## src/rtl/clken_pkg.sv

```systemverilog
// Shared constants for the clock-enable bank: default widths, CPU phase
// mode encoding and the canonical board-level divisors.
package clken_pkg;

  localparam int CNT_W_DEF = 16;
  localparam int PH_W_DEF  = 3;

  // Divisors from the 33.33 MHz core clock used by the board top level.
  localparam int DIV_1KHZ   = 33333;
  localparam int DIV_200KHZ = 166;

  typedef enum logic {
    PH_RUN  = 1'b0,
    PH_STEP = 1'b1
  } ph_mode_e;

endpackage

```

## src/rtl/clken_channel.sv

```systemverilog
// One divide-by-N clock-enable channel: a single-cycle pulse every div cycles
// and a square output that toggles on each pulse.
module clken_channel #(
  parameter int CNT_W = 16
) (
  input  logic             clock,
  input  logic             reset,
  input  logic             en,
  input  logic [CNT_W-1:0] div,
  output logic             pulse,
  output logic             square
);

  logic [CNT_W-1:0] cnt;

  // The >= compare lets a divisor lowered below the running count wrap at once
  // instead of counting all the way round the counter width.
  always_ff @(posedge clock or posedge reset) begin
    if (reset) begin
      cnt    <= '0;
      pulse  <= 1'b0;
      square <= 1'b0;
    end else if (!en || div == '0) begin
      cnt   <= '0;
      pulse <= 1'b0;
    end else if (cnt >= div - CNT_W'(1)) begin
      cnt    <= '0;
      pulse  <= 1'b1;
      square <= ~square;
    end else begin
      cnt   <= cnt + CNT_W'(1);
      pulse <= 1'b0;
    end
  end

endmodule

```

## src/rtl/clken_bank.sv

```systemverilog
// Bank of NUM_CH programmable clock-enable channels plus the CPU phase counter
// with free-run and single-step modes, all on the core clock.
module clken_bank
  import clken_pkg::*;
#(
  parameter int NUM_CH   = 4,
  parameter int CNT_W    = CNT_W_DEF,
  parameter int PH_W     = PH_W_DEF,
  parameter int STEP_INC = 4
) (
  input  logic                    clock,
  input  logic                    reset,
  input  logic [NUM_CH-1:0]       ch_en,
  input  logic [NUM_CH*CNT_W-1:0] ch_div,
  output logic [NUM_CH-1:0]       ch_pulse,
  output logic [NUM_CH-1:0]       ch_square,
  input  logic                    step_enable,
  input  logic                    step,
  output logic [PH_W-1:0]         cpu_phase,
  output logic                    cpu_clk,
  output logic                    cpu_tick
);

  genvar g;
  generate
    for (g = 0; g < NUM_CH; g++) begin : g_ch
      clken_channel #(.CNT_W(CNT_W)) u_ch (
        .clock  (clock),
        .reset  (reset),
        .en     (ch_en[g]),
        .div    (ch_div[g*CNT_W +: CNT_W]),
        .pulse  (ch_pulse[g]),
        .square (ch_square[g])
      );
    end
  endgenerate

  ph_mode_e        mode;
  logic            step_q;
  logic            step_armed;
  logic            step_evt;
  logic [PH_W-1:0] phase_inc;
  logic [PH_W:0]   phase_sum;

  assign mode = ph_mode_e'(step_enable);

  // step_armed masks the first cycle out of reset so a step already held high
  // then only loads step_q and never counts as an edge.
  always_comb begin
    step_evt  = step & ~step_q & step_armed;
    phase_inc = '0;
    if (mode == PH_RUN)
      phase_inc = PH_W'(1);
    else if (step_evt)
      phase_inc = PH_W'(STEP_INC);
    phase_sum = {1'b0, cpu_phase} + {1'b0, phase_inc};
  end

  always_ff @(posedge clock or posedge reset) begin
    if (reset) begin
      step_q     <= 1'b0;
      step_armed <= 1'b0;
      cpu_phase  <= '0;
      cpu_clk    <= 1'b0;
      cpu_tick   <= 1'b0;
    end else begin
      step_q     <= step;
      step_armed <= 1'b1;
      cpu_phase  <= phase_sum[PH_W-1:0];
      cpu_clk    <= phase_sum[PH_W-1];
      cpu_tick   <= phase_sum[PH_W];
    end
  end

endmodule

```

## config.mk

```make
export PLATFORM = sky130hd
export DESIGN_NAME = clken_bank
export DESIGN_NICKNAME = d
export VERILOG_FILES = /design/src/rtl/clken_pkg.sv /design/src/rtl/clken_channel.sv /design/src/rtl/clken_bank.sv
export SDC_FILE = /design/constraint.sdc
export NUM_CORES = 1
export LEC_CHECK = 0
export ABC_CLOCK_PERIOD_IN_PS = 6700
export CAP_MARGIN = 20
export CORE_ASPECT_RATIO = 1.2
export CORE_UTILIZATION = 60
export DETAILED_ROUTE_END_ITERATION = 7
export GPL_ROUTABILITY_DRIVEN = 0
export PLACE_DENSITY = 0.89
export REMOVE_ABC_BUFFERS = 1
export SLEW_MARGIN = 20
export SYNTH_ARGS = -nofsm -noshare
export SYNTH_HDL_FRONTEND = slang
export SYNTH_HIERARCHICAL = 1
export SYNTH_SLANG_ARGS = --single-unit
```

## constraint.sdc

```tcl
create_clock -name clock -period 6.7 [get_ports clock]
set_input_delay 1.34 -clock clock [delete_from_list [all_inputs] [get_ports clock]]
set_output_delay 1.34 -clock clock [all_outputs]
set_load 0.03 [all_outputs]
```

==> impl_results.md, run 1 <==
- Final Critical Period: 4.991 ns
- Static Leak: 3.210 nW
- Tot GR Track Use: a little over a quarter
- Footprint of the multi-input gates: slightly above 4000 um2
- Final core utilization: 74.98%
- Length in cells of the worst reg-to-reg path: 6
- Antenna violations before repair: 0
- Total design power: 1.390 mW
- Clock tree buffer depth: 2
- IO Count: 85
- Worst Setup Start Kind: input pin
- Die height: 113.1 um
- Root Buffer Master: sky130_fd_sc_hd__clkbuf_16
- Synth unique cells: 50
- Maximum frequency from static timing analysis: 0.2004 GHz
- Number of storage elements in the synthesis netlist: 78
- Width of the die: 94.60 um
- Clock tree from TritonCTS: yes
- Placement Cell Area: 7123 um2
- P&R area growth vs syn: 21.56%
- Power per standard cell area: 185.3 nW/um2
- Synth Cell Area: 6173 um2
- Ratio of final minimum period to clock period: 74.49%
- Top_reg_cell synth: sky130_fd_sc_hd__dfrtp_1
- Synthesis warning total: 6
- Port Buffers: 84
- Combinational group share of total power: 19.0%
- H-tree levels: 3
- DRC errors left: 0
- Post-placement cell count: slightly below 900
- Cells resized by post-CTS repair: 0
- Site row count: 40
- Slew @ Worst Pin: 0.7337 ns
- Hold path depth: 1
- Worst hold-check path type: register to register
- Floorplan core area: 10010 um2
- Clock network latency to the later pin of the worst-skew pair: 0.34 ns
- Largest fanout on the critical path: 16
- Int Power: ~1.0 mW
- Initial core utilization: 61.68%
- Sinks on Clock Net: between 70 and 80
- Count of maximum capacitance violations: 0
- Hpwl dp: 10270 um
- Unrepaired setup endpoints after global routing: no
- Slew Limit Headroom: 51.03%
- Filler cells: 676
- Post-synth EDFFs: 0
- Sum of overflow across all layers after global routing: 0
- Number of max-slew violations in the final report: 0
- Share of the yosys chip area belonging to registers: about a third
- Portion of total power attributed to sequential cells: roughly 37%
- Detail-routed net length per standard cell: 15.06 um
- Number of nets at the end of the flow: about 900
- Die Area: between 10000 and 15000 um2
- Via count of the first global-routing pass: 5290
- Post-route design area: 7505 um2
- Pin count of the biggest net entering global routing: 19
- Footprint of the flip-flops and latches: 1952 um2
- Result of the run: finished, final reports clean
- Peak supply drop: 0.0001461 V
- Number of search-and-repair iterations in the first detailed-routing pass: 4
- Final std cells w/o fill: approximately 880
- Ys async rst share: 100.0%
- Final hold vios: 0
- Setup-failing EPs final: 0
- Num CTS Buffers: 9
- Fraction of layout cells with a size suffix above 1: 7.682%
- Setup repair bufs after CTS: 0
- Final worst clock skew: 0.008022 ns
- Clock transition at the registers of the reported paths: ~0.060 ns
- Final wirelength: about 13000 um
- Setup CP Type: input pin to register
- ANT cells: 0
- Switching share of power: 25.32%
- CP Data Arrival Time: 5.19 ns
- First-pass GRT wire length: 22680 um
- Number of vias in the routed layout: 5013
- Post-Syn Area per Cell: a little over 9 um2
- Switching power total: 352.1 uW
- Final ANT Viol Nets: 0
- Clock share of power: 44.2%
- Via density per instance: 5.690
- Mapped Cells: 660
- Detailed router's first-iteration violation count: 140
- Hold-fix buffers at CTS: 0
- Setup tns final: 0 ns
- Crit path capture type: register
- Worst Path Required: 6.89 ns
power by group through the flow:
stage                     logic [mW]  registers, mW  clock network [mW]
final                          0.264          0.511               0.615
after global routing           0.290          0.514               0.648
after CTS                      0.267          0.511               0.625
after detailed placement       0.264          0.520                   0
after global placement         0.251          0.518                   0
after floorplan                0.108          0.552                   0
registers in the layout, summed over array words and instances (netlist names):
name / count
cpu_tick: 1
cpu_phase: 2
cpu_clk: 1
g_ch.u_ch/square: 4
g_ch.u_ch/cnt: 64
g_ch.u_ch/pulse: 4
step_q: 1
step_armed: 1
metrics by stage:
step | setup slack (ns) | hold WS (ns)
after floorplan | 2.463 | 0.4748
after global placement | 1.614 | 0.4554
after detailed placement | 1.435 | 0.4595
after CTS | 1.784 | 0.4715
after global routing | 1.484 | 0.4845
final | 1.709 | 0.4657
cells in the mapped netlist (3+ instances only):
cell	number	area, um2
sky130_fd_sc_hd__nor3b_1	3	22.52
sky130_fd_sc_hd__nor4_4	3	63.81
sky130_fd_sc_hd__nand2b_2	3	26.28
sky130_fd_sc_hd__inv_1	37	138.9
sky130_fd_sc_hd__a211oi_1	4	30.03
sky130_fd_sc_hd__nand4_2	6	75.07
sky130_fd_sc_hd__xor2_1	47	411.6
sky130_fd_sc_hd__o21ai_0	9	45.04
sky130_fd_sc_hd__nand3_2	3	30.03
sky130_fd_sc_hd__a22oi_1	3	22.52
sky130_fd_sc_hd__a311oi_2	3	45.04
sky130_fd_sc_hd__buf_6	3	33.78
sky130_fd_sc_hd__nand4_1	16	100.1
sky130_fd_sc_hd__and4_1	4	35.03
sky130_fd_sc_hd__nor4_1	9	56.30
sky130_fd_sc_hd__a21oi_1	25	125.1
sky130_fd_sc_hd__nor3_1	14	70.07
sky130_fd_sc_hd__nor2b_1	6	37.54
sky130_fd_sc_hd__nand2_2	3	18.77
sky130_fd_sc_hd__a31oi_1	3	18.77
sky130_fd_sc_hd__and4bb_4	3	48.80
sky130_fd_sc_hd__or4_1	3	22.52
sky130_fd_sc_hd__dfrtp_1	78	1952
sky130_fd_sc_hd__and3_1	9	56.30
sky130_fd_sc_hd__nor3_2	9	90.09
sky130_fd_sc_hd__or3_1	4	25.02
sky130_fd_sc_hd__ha_1	75	938.4
sky130_fd_sc_hd__o311ai_4	3	78.83
sky130_fd_sc_hd__and2_1	3	18.77
sky130_fd_sc_hd__or4b_1	3	30.03
sky130_fd_sc_hd__o211a_1	3	30.03
sky130_fd_sc_hd__nand2_1	45	168.9
sky130_fd_sc_hd__nand3_1	19	95.09
sky130_fd_sc_hd__xnor2_1	69	604.3
sky130_fd_sc_hd__or3b_1	3	26.28
sky130_fd_sc_hd__nor3_4	3	48.80
sky130_fd_sc_hd__nor2_1	109	409.1
per-layer routing:
metal	up-vias	GRT usage, %	wire, um	share of wire (%)
met2	95	49.23	7255	55
li1	2475	-	-	-
met4	0	10.51	331	2.5
met5	-	0	0	0
met3	33	4.435	324	2.4
met1	2410	30.10	5353	40
worst max-delay path, cell delays in order:
cell	delay [ns]
sky130_fd_sc_hd__clkdlybuf4s50_1	0.47
sky130_fd_sc_hd__nor4_1	0.49
sky130_fd_sc_hd__nand2_1	0.26
sky130_fd_sc_hd__nor2_1	0.24
sky130_fd_sc_hd__nand4b_1	0.14
sky130_fd_sc_hd__xor2_1	0.18
sky130_fd_sc_hd__ha_1	0.29
sky130_fd_sc_hd__nand4_1	0.15
sky130_fd_sc_hd__or3_1	0.41
sky130_fd_sc_hd__or4_4	0.55
sky130_fd_sc_hd__nand4_1	0.54
sky130_fd_sc_hd__nor2_1	0.12
layout make-up:
type                            instances  area share, %
Sequential cell                        78          26.01
Clock buffer                           11          3.368
Timing Repair Buffer                   84          11.20
Multi-Input combinational cell        540          53.75
Clock inverter                          5          1.717
Tap cell                              126          2.101
Inverter                               37          1.851
placed cells by master (no fill, tap or decap), drive strengths merged, types with 6 or more instances in the layout:
cell type	instances
a21oi	25
and3	9
clkbuf	11
clkdlybuf4s50	84
dfrtp	78
ha	75
inv	37
nand2	48
nand3	22
nand4	22
nor2	109
nor2b	6
nor3	26
nor4	12
o21ai	9
xnor2	69
xor2	47
worst paths after layout:
| path | from | end | slack, ns |
|---|---|---|---|
| worst max-delay path | ch_div[20] | g_ch[1].u_ch/cnt[4] | 1.71 |
| worst min-delay path | g_ch[2].u_ch/square | g_ch[2].u_ch/square | 0.47 |
| worst min register to register | g_ch[2].u_ch/square | g_ch[2].u_ch/square | 0.47 |
| min in group asynchronous | reset | step_armed | 1.43 |
| worst max register to register | g_ch[1].u_ch/cnt[13] | g_ch[1].u_ch/cnt[4] | 4.01 |
| max in group asynchronous | reset | g_ch[0].u_ch/cnt[12] | 4.59 |
logic make-up (layout without fill, tap and decap cells):
family | Yosys count | in the layout | synth area share, %
xor gates and xnor gates | 116 | 116 | 16.46
DFF | 78 | 78 | 31.62
buffers and inverters | 42 | 137 | 3.040
and+or+nand+nor | 290 | 290 | 26.53
AOI/OAI and AO/OA | 58 | 58 | 7.094
other | 1 | 1 | 0.06074
adders and majority gates | 75 | 75 | 15.20
Power figures use the tool's default switching activity.
==> run 2: changes to the inputs <==
Settings changed: ABC_CLOCK_PERIOD_IN_PS 6700 to 4400, CORE_UTILIZATION 60 to 51, PLACE_DENSITY 0.89 to 0.81.
Clock period 6.7 ns to 4.4 ns, I/O delays scaled along.
==> run 2 against run 1 <==
Compared with the run above:
- combinational power grew 54%
- highest routed layer is now met5
- largest cell class unchanged
- clock skew down 0.0028 ns
- critical path depth down 1
- clock power rose by 17%
- clock-buffer cell count fell by 1
- utilization shrank 11 points
- global-route usage decreased by 4.7 points
- non-clock buffer count increased by 6
- design area barely moved
- hold slack better by 0.0080 ns
- routed wire length down 0.72%
==> impl_results.md, run 2 (synthesized netlist as in run 1, its figures left out) <==
- Filler cells: 960 (+42%)
- ANT cells: 0 (unchanged)
- Initial core utilization: 52.88% (-8.8 points)
- Root Buffer Master: sky130_fd_sc_hd__clkbuf_16
- Critical path, cell by cell: clkdlybuf4s50_1 -> nor4_1 -> and3_1 -> nand2_1 -> xor2_1 -> ha_1 -> nand4_1 -> or3_1 -> or4_4 -> and2_4 -> a221o_1
- Cells resized by post-CTS repair: 0 (unchanged)
- Clock tree buffer depth: 2 (unchanged)
- Worst Path Required: 4.62 ns (-2.27 ns)
- Number of max-slew violations in the final report: 0 (unchanged)
- Hpwl dp: 10560 um (+2.8%)
- Via density per instance: 5.544 (-2.6%)
- Sinks on Clock Net: 78 (unchanged)
- Power per standard cell area: 254.1 nW/um2 (+37%)
- H-tree levels: 3 (unchanged)
- IO Count: 85 (unchanged)
- Antenna violations before repair: 1 (+1)
- Portion of total power attributed to sequential cells: 41.0% (+4.3 points)
- Number of search-and-repair iterations in the first detailed-routing pass: 5 (+1)
- Final core utilization: 64.23% (-11 points)
- Unrepaired setup endpoints after global routing: no
- Site row count: 43 (+7.5%)
- Width of the die: 102.4 um (+8.3%)
- Largest stage delay on the critical path: 0.55 ns (about the same)
- Post-placement cell count: 902 (+4.3%)
- Detail-routed net length per standard cell: 14.38 um (-4.5%)
- Number of vias in the routed layout: 5078 (+1.3%)
- Die height: 122.5 um (+8.3%)
- Final worst clock skew: 0.005179 ns (-0.002843 ns)
- Setup repair bufs after CTS: 0 (unchanged)
- Fraction of layout cells with a size suffix above 1: 8.037% (+0.35 points)
- Via count of the first global-routing pass: 5113 (-3.3%)
- Clock transition at the registers of the reported paths: 0.06 ns (about the same)
- Port Buffers: 84 (unchanged)
- Final hold vios: 0 (unchanged)
- Sum of overflow across all layers after global routing: 0 (unchanged)
- P&R area growth vs syn: 21.46% (about the same)
- Max FFs per register: 64 (unchanged)
- Int Power: 1.373 mW (+32%)
- Switching power total: 532.0 uW (+51%)
- Clock network latency to the later pin of the worst-skew pair: 0.33 ns (about the same)
- Placement Cell Area: 7219 um2 (+1.4%)
- Slew @ Worst Pin: 0.6995 ns (-0.03419 ns)
- Post-Route Hold Slack: 0.4737 ns (+0.007954 ns)
- Most frequent cells in the layout: 109 x sky130_fd_sc_hd__nor2_1, 84 x sky130_fd_sc_hd__clkdlybuf4s50_1, 78 x sky130_fd_sc_hd__dfrtp_1
- Floorplan core area: 11670 um2 (+17%)
- Post-route design area: 7498 um2 (about the same)
- Hold-fix buffers at CTS: 0 (unchanged)
- Cell type of the slowest stage on the worst timing path: sky130_fd_sc_hd__or4_4
- Combinational group share of total power: 21.3% (+2.3 points)
- Num CTS Buffers: 9 (unchanged)
- Largest fanout on the critical path: 3 (-13)
- Register bank with the most flops: g_ch.u_ch/cnt
- Setup tns final: 0 ns (unchanged)
- Static Leak: 3.187 nW (-0.71%)
- Setup-failing EPs final: 0 (unchanged)
- Final std cells w/o fill: 916 (+4.0%)
- Setup CP Type: input pin to register
- CP Data Arrival Time: 4.23 ns (-0.96 ns)
- DRC errors left: 0 (unchanged)
- Switching share of power: 27.92% (+2.6 points)
- Clock tree from TritonCTS: yes
- Final wirelength: 13170 um (-0.72%)
- Final ANT Viol Nets: 0 (unchanged)
- First-pass GRT wire length: 21870 um (-3.6%)
- Biggest regs: g_ch.u_ch/cnt x64, g_ch.u_ch/pulse x4, g_ch.u_ch/square x4
- Count of maximum capacitance violations: 0 (unchanged)
- Worst hold-check path type: register to register
- Tot GR Track Use: 21.98% (-4.7 points)
- Minimum setup slack after placement: 0.04354 ns (-1.392 ns)
- Crit path capture type: register
- Total design power: 1.905 mW (+37%)
- Worst Setup Start Kind: input pin
- Most common cell after layout, fill and taps aside: sky130_fd_sc_hd__nor2_1
- Clock share of power: 37.7% (-6.5 points)
- Number of nets at the end of the flow: 903 (+0.67%)
- Detailed router's first-iteration violation count: 109 (-22%)
- Worst setup margin: 0.3838 ns (-1.326 ns)
- Slew Limit Headroom: 53.32% (+2.3 points)
- Ratio of final minimum period to clock period: 91.28%
- Maximum frequency from static timing analysis: 0.2490 GHz
- Peak supply drop: 0.0002263 V (+55%)
- Result of the run: finished, final reports clean
- Final Critical Period: 4.016 ns
- Die Area: 12550 um2 (+17%)
- Pin count of the biggest net entering global routing: 19 (unchanged)
==> run 2: cell count changes in the layout (fill, tap and decap cells not counted) <==
cell	before	now
sky130_fd_sc_hd__buf_12	0	1
sky130_fd_sc_hd__buf_4	0	5
sky130_fd_sc_hd__bufinv_16	4	1
sky130_fd_sc_hd__clkbuf_1	0	1
sky130_fd_sc_hd__clkbuf_8	2	0
sky130_fd_sc_hd__clkinv_2	0	1
sky130_fd_sc_hd__clkinv_4	1	0
sky130_fd_sc_hd__clkinvlp_4	0	2
==> run 2: power groups by stage <==
stage,logic (mW),clock network (mW),registers [mW]
2_1_floorplan,0.164,0,0.841
3_3_place_gp,0.388,0,0.793
3_5_place_dp,0.406,0,0.795
4_1_cts,0.409,0.732,0.783
5_1_grt,0.445,0.763,0.786
6_report,0.406,0.717,0.782
==> run 2: path summary, 6_finish.rpt <==
path | from | endpoint | slack (ns) | depth (start not counted)
min in group asynchronous | reset | cpu_tick | 0.99 | 2
worst max-delay path | ch_div[25] | g_ch[1].u_ch/square | 0.38 | 11
worst max register to register | g_ch[1].u_ch/cnt[13] | g_ch[1].u_ch/square | 1.98 | 6
max in group asynchronous | reset | g_ch[1].u_ch/cnt[10] | 2.78 | 2
worst min-delay path | g_ch[2].u_ch/square | g_ch[2].u_ch/square | 0.47 | 1
worst min register to register | g_ch[2].u_ch/square | g_ch[2].u_ch/square | 0.47 | 1
==> run 2: worst max-delay path: cells and delay by family <==
family                   cells  cell delay (ns)
adder cells (fa/ha/maj)      1             0.32
AND/OR/NAND/NOR              7             2.12
buffers and inverters        1             0.46
XOR/XNOR                     1             0.16
AO/OA/AOI/OAI                1             0.30
==> run 2: layer usage <==
metal	GRT usage [%]	vias up	wire, um
met2	41.08	103	7086
met5	0	-	13
li1	-	2496	-
met4	9.286	2	286
met3	3.531	29	412
met1	24.13	2448	5370
==> run 2: final cells by class <==
type,count,area [um2],share of cell area [%]
clock inverter,4,50.05,0.6674
sequential,78,1952,26.03
timing repair buffer,90,898.4,11.98
inverter,37,138.9,1.852
clock buffer,10,229.0,3.054
multi-input combinational,540,4034,53.80
tap,157,196.4,2.620
